--- src/rtl/apb_master_bridge.sv ---
// apb_master_bridge: converts single command/response transactions into APB4
// SETUP/ACCESS transfers. One transfer outstanding at a time. Wait states and
// PSLVERR are supported.
// Optional feature macro: APB_MASTER_TIMEOUT_EN
//   defined   - a PREADY timeout abandons an ACCESS phase after
//               TIMEOUT_CYCLES consecutive cycles with pready low
//   undefined - ACCESS waits indefinitely and rsp_timeout_o is tied low
module apb_master_bridge #(
    parameter int ADDR_WIDTH     = 32,
    parameter int DATA_WIDTH     = 32,
    parameter int TIMEOUT_CYCLES = 256
) (
    input  logic                      pclk_i,
    input  logic                      preset_i,
    // command side
    input  logic                      cmd_valid_i,
    output logic                      cmd_ready_o,
    input  logic                      cmd_write_i,
    input  logic [ADDR_WIDTH-1:0]     cmd_addr_i,
    input  logic [DATA_WIDTH-1:0]     cmd_wdata_i,
    input  logic [DATA_WIDTH/8-1:0]   cmd_strb_i,
    input  logic [2:0]                cmd_prot_i,
    // response side
    output logic                      rsp_valid_o,
    input  logic                      rsp_ready_i,
    output logic [DATA_WIDTH-1:0]     rsp_rdata_o,
    output logic                      rsp_err_o,
    output logic                      rsp_timeout_o,
    // APB4 initiator
    output logic [ADDR_WIDTH-1:0]     paddr_o,
    output logic [2:0]                pprot_o,
    output logic                      pwrite_o,
    output logic [DATA_WIDTH-1:0]     pwdata_o,
    output logic [DATA_WIDTH/8-1:0]   pstrb_o,
    output logic                      psel_o,
    output logic                      penable_o,
    input  logic [DATA_WIDTH-1:0]     prdata_i,
    input  logic                      pready_i,
    input  logic                      pslverr_i
);

    // Parameter sanity, caught at elaboration.
    if (DATA_WIDTH % 8 != 0) begin : g_bad_dw
        $error("apb_master_bridge: DATA_WIDTH must be a multiple of 8");
    end
    if (TIMEOUT_CYCLES < 1) begin : g_bad_tmo
        $error("apb_master_bridge: TIMEOUT_CYCLES must be at least 1");
    end

    typedef enum logic [1:0] {
        IDLE   = 2'd0,
        SETUP  = 2'd1,
        ACCESS = 2'd2,
        RESP   = 2'd3
    } state_t;

    state_t                    state_q;
    logic                      cmd_ready_q;
    logic                      rsp_valid_q;
    logic [DATA_WIDTH-1:0]     rsp_rdata_q;
    logic                      rsp_err_q;
    logic [ADDR_WIDTH-1:0]     paddr_q;
    logic [2:0]                pprot_q;
    logic                      pwrite_q;
    logic [DATA_WIDTH-1:0]     pwdata_q;
    logic [DATA_WIDTH/8-1:0]   pstrb_q;
    logic                      psel_q;
    logic                      penable_q;

`ifdef APB_MASTER_TIMEOUT_EN
    localparam int CNT_W = $clog2(TIMEOUT_CYCLES + 1);
    // The count value that, with one more pready-low sample, reaches the limit.
    localparam logic [CNT_W-1:0] TMO_LAST = CNT_W'(TIMEOUT_CYCLES - 1);

    logic [CNT_W-1:0] tmo_cnt_q;
    logic             rsp_timeout_q;
    logic             tmo_hit_d;

    // This pready-low sample is the one that exhausts the wait budget.
    assign tmo_hit_d     = (tmo_cnt_q == TMO_LAST);
    assign rsp_timeout_o = rsp_timeout_q;
`else
    assign rsp_timeout_o = 1'b0;
`endif

    // Bridge FSM; every output is a register so nothing from the APB side
    // reaches the response port combinationally.
    always_ff @(posedge pclk_i or posedge preset_i) begin
        if (preset_i) begin
            state_q       <= IDLE;
            cmd_ready_q   <= 1'b1;
            rsp_valid_q   <= 1'b0;
            rsp_rdata_q   <= '0;
            rsp_err_q     <= 1'b0;
            paddr_q       <= '0;
            pprot_q       <= '0;
            pwrite_q      <= 1'b0;
            pwdata_q      <= '0;
            pstrb_q       <= '0;
            psel_q        <= 1'b0;
            penable_q     <= 1'b0;
`ifdef APB_MASTER_TIMEOUT_EN
            tmo_cnt_q     <= '0;
            rsp_timeout_q <= 1'b0;
`endif
        end else begin
            case (state_q)
                IDLE: begin
                    if (cmd_valid_i) begin
                        // Request fields are frozen here and held through ACCESS.
                        paddr_q     <= cmd_addr_i;
                        pprot_q     <= cmd_prot_i;
                        pwrite_q    <= cmd_write_i;
                        pwdata_q    <= cmd_wdata_i;
                        pstrb_q     <= cmd_write_i ? cmd_strb_i : '0;
                        psel_q      <= 1'b1;
                        cmd_ready_q <= 1'b0;
                        state_q     <= SETUP;
`ifdef APB_MASTER_TIMEOUT_EN
                        tmo_cnt_q   <= '0;
`endif
                    end
                end
                SETUP: begin
                    penable_q <= 1'b1;
                    state_q   <= ACCESS;
                end
                ACCESS: begin
                    // A ready completion takes priority over the timeout.
                    if (pready_i) begin
                        psel_q        <= 1'b0;
                        penable_q     <= 1'b0;
                        rsp_valid_q   <= 1'b1;
                        rsp_err_q     <= pslverr_i;
                        rsp_rdata_q   <= (!pwrite_q && !pslverr_i) ? prdata_i : '0;
`ifdef APB_MASTER_TIMEOUT_EN
                        rsp_timeout_q <= 1'b0;
`endif
                        state_q       <= RESP;
                    end
`ifdef APB_MASTER_TIMEOUT_EN
                    else if (tmo_hit_d) begin
                        psel_q        <= 1'b0;
                        penable_q     <= 1'b0;
                        rsp_valid_q   <= 1'b1;
                        rsp_err_q     <= 1'b1;
                        rsp_rdata_q   <= '0;
                        rsp_timeout_q <= 1'b1;
                        state_q       <= RESP;
                    end else begin
                        tmo_cnt_q <= tmo_cnt_q + 1'b1;
                    end
`endif
                end
                RESP: begin
                    // Response fields stay put until the consumer takes them.
                    if (rsp_ready_i) begin
                        rsp_valid_q <= 1'b0;
                        cmd_ready_q <= 1'b1;
                        state_q     <= IDLE;
                    end
                end
                default: state_q <= IDLE;
            endcase
        end
    end

    assign cmd_ready_o = cmd_ready_q;
    assign rsp_valid_o = rsp_valid_q;
    assign rsp_rdata_o = rsp_rdata_q;
    assign rsp_err_o   = rsp_err_q;
    assign paddr_o     = paddr_q;
    assign pprot_o     = pprot_q;
    assign pwrite_o    = pwrite_q;
    assign pwdata_o    = pwdata_q;
    assign pstrb_o     = pstrb_q;
    assign psel_o      = psel_q;
    assign penable_o   = penable_q;

endmodule

--- config.mk ---
export PLATFORM = sky130hd
export DESIGN_NAME = apb_master_bridge
export DESIGN_NICKNAME = d
export VERILOG_FILES = /design/src/rtl/apb_master_bridge.sv
export SDC_FILE = /design/constraint.sdc
export NUM_CORES = 1
export LEC_CHECK = 0
export ABC_AREA = 1
export CAP_MARGIN = 20
export CELL_PAD_IN_SITES_DETAIL_PLACEMENT = 0
export CELL_PAD_IN_SITES_GLOBAL_PLACEMENT = 1
export CORE_AREA = 2 2 141 109
export CTS_CLUSTER_DIAMETER = 200
export DETAILED_ROUTE_END_ITERATION = 16
export DIE_AREA = 0 0 143 111
export PLACE_DENSITY = 0.81
export SLEW_MARGIN = 10
export SYNTH_ARGS = -nofsm -noshare
export SYNTH_HDL_FRONTEND = slang
export SYNTH_SLANG_ARGS = --single-unit
--- constraint.sdc ---
create_clock -name pclk_i -period 7.9 [get_ports pclk_i]
set_input_delay 1.185 -clock pclk_i [delete_from_list [all_inputs] [get_ports pclk_i]]
set_output_delay 1.185 -clock pclk_i [all_outputs]
set_load 0.1 [all_outputs]
==> results.cfg, run 1 <==
[run_status]
status = finished clean

[timing]
finalClockSkew_ns = 0.00752
fin_crit_ns = 3.20
relSlewSlack_pct = 32.1
max_clock_freq_mhz = 313
tns_ns = 0
timing.final.crit_share_pct = 40.5
rsz0062_at_grt = no
slew_viol_final = 0
worst_pin_slew_ns = 1.01
setup_slack_ns = 4.70
hold_viol = 0
finalSetupViolCount = 0

[critical_path]
reg2reg_from = state_q[0]
cp_num_cells = 1
cp-end-kind = primary output
reg2reg_slack_ns = 5.51
slowest_stage = clkdlybuf4s50_1
critPathMaxStageDelay_ns = 1.13
crit_type = reg -> out
cp_num_buf_inv = 1
crit_family = buffers and inverters
path_cells = clkdlybuf4s50_1
rr_worst_depth = 8
startpoint_type = flip-flop
crit_arrival_ns = 2.01
cp_max_fo = 2
timing.rr.end = paddr_o[0]
worstPathRequired_ns = 6.71

[global_routing]
grt_overflow = 0
grt_max_degree = 79
grt_pass1_vias = 3989
grt_first_pass_wirelength_um = 20300
track_usage_pct = 16.1
antenna_found_initial = 0

[finish]
insertedDiodeCount = 0
drive_gt1_share_pct = 3.77
area_growth_pct = 59.6
fin_nets = 827
multiInputGateArea_um2 = 1460
num-fill-cells = 1392
register_area_um2 = 2780
utilization_pct = 48.0

[clocking]
cts_buffers = 9
cts_hold_buf = 0
clkSlewWorstSetupHoldPaths_ns = 0.07
clkLatencyLatePin_ns = 0.35
ctsRootBufferMaster = clkbuf_16
clock_sinks = 111
post_cts_buffers = 0
ctsHtreeMaxLevel = 3
cts_buffer_depth = 2
cts_tree = yes
post_cts_resized = 0

[floorplan]
die_h_um = 111
initial_core_util_pct = 30.1
row_count = 39
coreArea_um2 = 14700
ios = 220
die_x_um = 143
die_area_um2 = 15900

[logic_synthesis]
synthTopCellsByArea = dfrtp_1, nand2_1, nand3_1
synth-xor-area-share_pct = 0
synth_top_family_by_area = simple AND/OR/NAND/NOR gates
synthesis.nets = 619
synth_enable_flop_cells = 0
yosysWarningCount = 0
synth_flop_cell = dfrtp_1
syn_inst = 503
synth_top_area_cell = dfrtp_1
synth-simple-area-share_pct = 30.3
synth-seq-cells = 111
synth.most_common_cell = nand2_1
synth_fa_ha_area_share_pct = 1.70
synth_compound_area_share_pct = 0.906
synthArstFlopShare_pct = 100
synth.avg_cell_area_um2 = 8.79
synthTopCellsByCount = nand2_1, dfrtp_1, nand3_1, buf_2, inv_1
netlist_area_um2 = 4420
synth.distinct_cells = 18
ys_seq_area_share_pct = 62.9
synth_mux_area_share_pct = 0
synth_top_area_share_pct = 62.3

[min_path]
hp-start = cmd_ready_o
hold_path_class = reg -> reg
holdPathEnd = cmd_ready_o
whs_path_depth = 2

[route]
avgViaCountPerCell = 4.30
first_pass_iters = 4
drt-total-wl_um = 12500
antenna_left = 0
routedWlPerCell_um = 13.6
num_vias = 3962
drc = 0
drt_iter0_markers = 171

[placed_design]
dp_hpwl_um = 8740
gp_routability_congestion = 0.731
io_buffers = 218
preCtsSetupSlack_ns = 4.40

[flow_run]
max-cap-violations = 0
==> layout by cell type (no fill, tap or decap) <==
cell type          n
a21oi_1            1
buf_12             1
buf_4              2
buf_8              1
clkbuf_16          9
clkbuf_8           1
clkdlybuf4s50_1  218
clkinv_2           2
clkinv_4           1
clkinvlp_4         1
conb_1             1
dfrtp_1          110
dfstp_2            1
ha_1               6
inv_1              8
inv_2              2
inv_4              1
inv_6              2
nand2_1          300
nand2_2            2
nand3_1           35
nand3b_1           1
nand4_1            2
nor2_2             1
o21ai_0            7
==> final cells by class <==
type / instances / area share, %
timing repair buffer: 222 / 31.6
clock inverter: 6 / 0.621
multi-input combinational: 356 / 20.7
tap: 205 / 3.64
sequential: 111 / 39.4
inverter: 11 / 0.621
clock buffer: 10 / 3.39
==> cells by family after synthesis <==
logic type | after synthesis
compound gates | 8
fa+ha+maj | 6
buf+inv | 36
flops | 111
other cells | 1
simple gates | 341
==> worst max-delay path by stage <==
stage,from,endpoint
CTS,cmd_ready_o,cmd_ready_o
floorplan,preset_i,paddr_o[0]
finish,cmd_ready_o,cmd_ready_o
detailed placement,cmd_valid_i,pwdata_o[24]
global route,cmd_ready_o,cmd_ready_o
global placement,cmd_valid_i,paddr_o[10]
==> sequential cells by signal (all words and copies together) (netlist names) <==
register     count
paddr_o         32
pwdata_o        32
rsp_rdata_o     32
pstrb_o          4
pprot_o          3
state_q          2
cmd_ready_o      1
penable_o        1
psel_o           1
pwrite_o         1
rsp_err_o        1
rsp_valid_o      1
==> routing by layer <==
metal / part of all wire [%] / global-route usage, % / vias to the layer above / routed length [um]
li1: - / - / 1954 / -
met1: 46 / 21.5 / 1839 / 5810
met2: 43 / 24.2 / 157 / 5330
met3: 9.8 / 6.31 / 12 / 1230
met4: 1.1 / 4.62 / 0 / 141
met5: 0 / 0 / - / 0
==> stage by stage <==
stage	area, um^2	hold slack, ns	cells
2_1_floorplan	4420	0.503	503
3_3_place_gp	6740	0.450	903
3_5_place_dp	6750	0.454	904
4_1_cts	7030	0.464	920
5_1_grt	7050	0.500	921
6_report	7050	0.460	921
Power of run 1 is left out: the tool's default activity adds up to more than one toggle a clock period on the data nets, which glitch-free logic cannot reach.
==> run 2: changes to the inputs <==
CORE_AREA = 2 2 154 118   (was 2 2 141 109)
DIE_AREA = 0 0 156 120   (was 0 0 143 111)
PLACE_DENSITY = 0.72   (was 0.81)
clock period = 2.9 ns   (was 7.9 ns; I/O delays follow)
==> run 2 against run 1 <==
Die area rose by 18%. Count of clock-buffer cells in the layout up 1. Wire length grew 1.2%. Clock skew barely moved. Register-to-register slack got worse by 4.6 ns. Flip-flop and latch count stayed put. Critical path depth up 6. Utilization decreased by 8.3 points. Global-route usage down 2.2 points. Final cell count rose by 1.7%. Setup slack lost 3.8 ns. Via count shrank 0.33%.
==> results.cfg, run 2 (synthesis gave the netlist of run 1 again) <==
[placed_design]
dp_hpwl_um = 9070
io_buffers = 218
gp_routability_congestion = 0.783

[floorplan]
die_x_um = 156
die_area_um2 = 18700
initial_core_util_pct = 25.6
ios = 220
row_count = 42
die_h_um = 120
coreArea_um2 = 17300

[route]
drt-total-wl_um = 12700
first_pass_iters = 4
routedWlPerCell_um = 13.5
num_vias = 3949
drc = 0
drt_iter0_markers = 180
avgViaCountPerCell = 4.21
antenna_left = 0

[timing]
relSlewSlack_pct = 48.9
max_clock_freq_mhz = 514
fin_crit_ns = 1.95
tns_ns = 0
finalClockSkew_ns = 0.00753
slew_viol_final = 0
rsz0062_at_grt = no
worst_pin_slew_ns = 0.766
hold_viol = 0
finalSetupViolCount = 0
timing.final.crit_share_pct = 67.1

[global_routing]
antenna_found_initial = 0
track_usage_pct = 13.8
grt_first_pass_wirelength_um = 20500
grt_pass1_vias = 4070
grt_max_degree = 78
grt_overflow = 0

[critical_path]
rr_worst_depth = 7
timing.rr.end = psel_o
crit_start = state_q[0]
reg2reg_from = state_q[0]
reg2reg_slack_ns = 0.95
cp-end-kind = flip-flop
worstPathRequired_ns = 3.13
cp_max_fo = 77
startpoint_type = flip-flop
crit_type = reg -> reg
crit_arrival_ns = 2.18

[finish]
drive_gt1_share_pct = 19.1
final_common_cell = nand2_1
mostFrequentLayoutCells = nand2_1, buf_4, dfrtp_1, clkdlybuf4s50_1, nand3_1
multiInputGateArea_um2 = 1460
register_area_um2 = 2780
area_growth_pct = 55.4
insertedDiodeCount = 0
num-fill-cells = 1728
fin_nets = 830

[clocking]
post_cts_buffers = 0
cts_buffers = 9
cts_hold_buf = 0
clkSlewWorstSetupHoldPaths_ns = 0.07
cts_tree = yes
ctsHtreeMaxLevel = 3
cts_buffer_depth = 2
clock_sinks = 111
ctsRootBufferMaster = clkbuf_16
clkLatencyLatePin_ns = 0.34
post_cts_resized = 0

[flow_run]
max-cap-violations = 0

[run_status]
status = finished clean

[min_path]
hold_path_class = in -> async
## run 2: cell types whose count changed in the layout (fill, tap and decap cells not counted)
cell,previous run,this run
clkinv_2,2,0
clkinvlp_4,1,2
bufinv_16,0,2
buf_4,2,114
inv_4,1,0
clkinv_4,1,0
buf_8,1,0
buf_12,1,2
inv_6,2,0
clkbuf_8,1,2
clkdlybuf4s50_1,218,109
## run 2: final cells by class
type,count,area share [%]
Inverter,11,0.656
Sequential cell,111,40.5
Timing Repair Buffer,225,28.9
Tap cell,220,4.01
Multi-Input combinational cell,356,21.3
Clock inverter,3,0.984
Clock buffer,11,3.68
## run 2: worst max-delay path: stages, from the launching register on
cell and delay (ns):
dfrtp_1 0.41, inv_1 0.11, ha_1 0.27, nand2_2 0.10, buf_4 0.62, nand2_1 0.16, nand3b_1 0.12, nand2_1 0.05
## run 2: per-stage QoR
stage	setup slack, ns	hold WS (ns)	std cells	util [%]	instance area (um^2)
floorplan	1.12	0.503	503	-	4420
global placement	0.878	0.451	923	37.9	6550
detailed placement	0.845	0.457	923	37.9	6550
CTS	0.934	0.407	937	39.7	6870
global route	0.663	0.432	937	39.7	6870
finish	0.954	0.419	937	39.7	6870
## run 2: per-layer routing
metal  wire [um]  share of wire (%)  GRT usage, %
met1        5680                 45          17.7
met5           0                  0             0
met2        5760                 45          22.1
met3        1110                8.7          5.20
met4         118               0.93          3.56
## run 2: worst max path at each step
stage,endpoint,slack [ns],depth (start not counted)
final,psel_o,0.95,7
after global routing,psel_o,0.66,7
after CTS,psel_o,0.93,7
after global placement,psel_o,0.88,6
after detailed placement,psel_o,0.84,6
after floorplan,paddr_o[0],1.12,1
Power of run 2 is left out for the same reason.
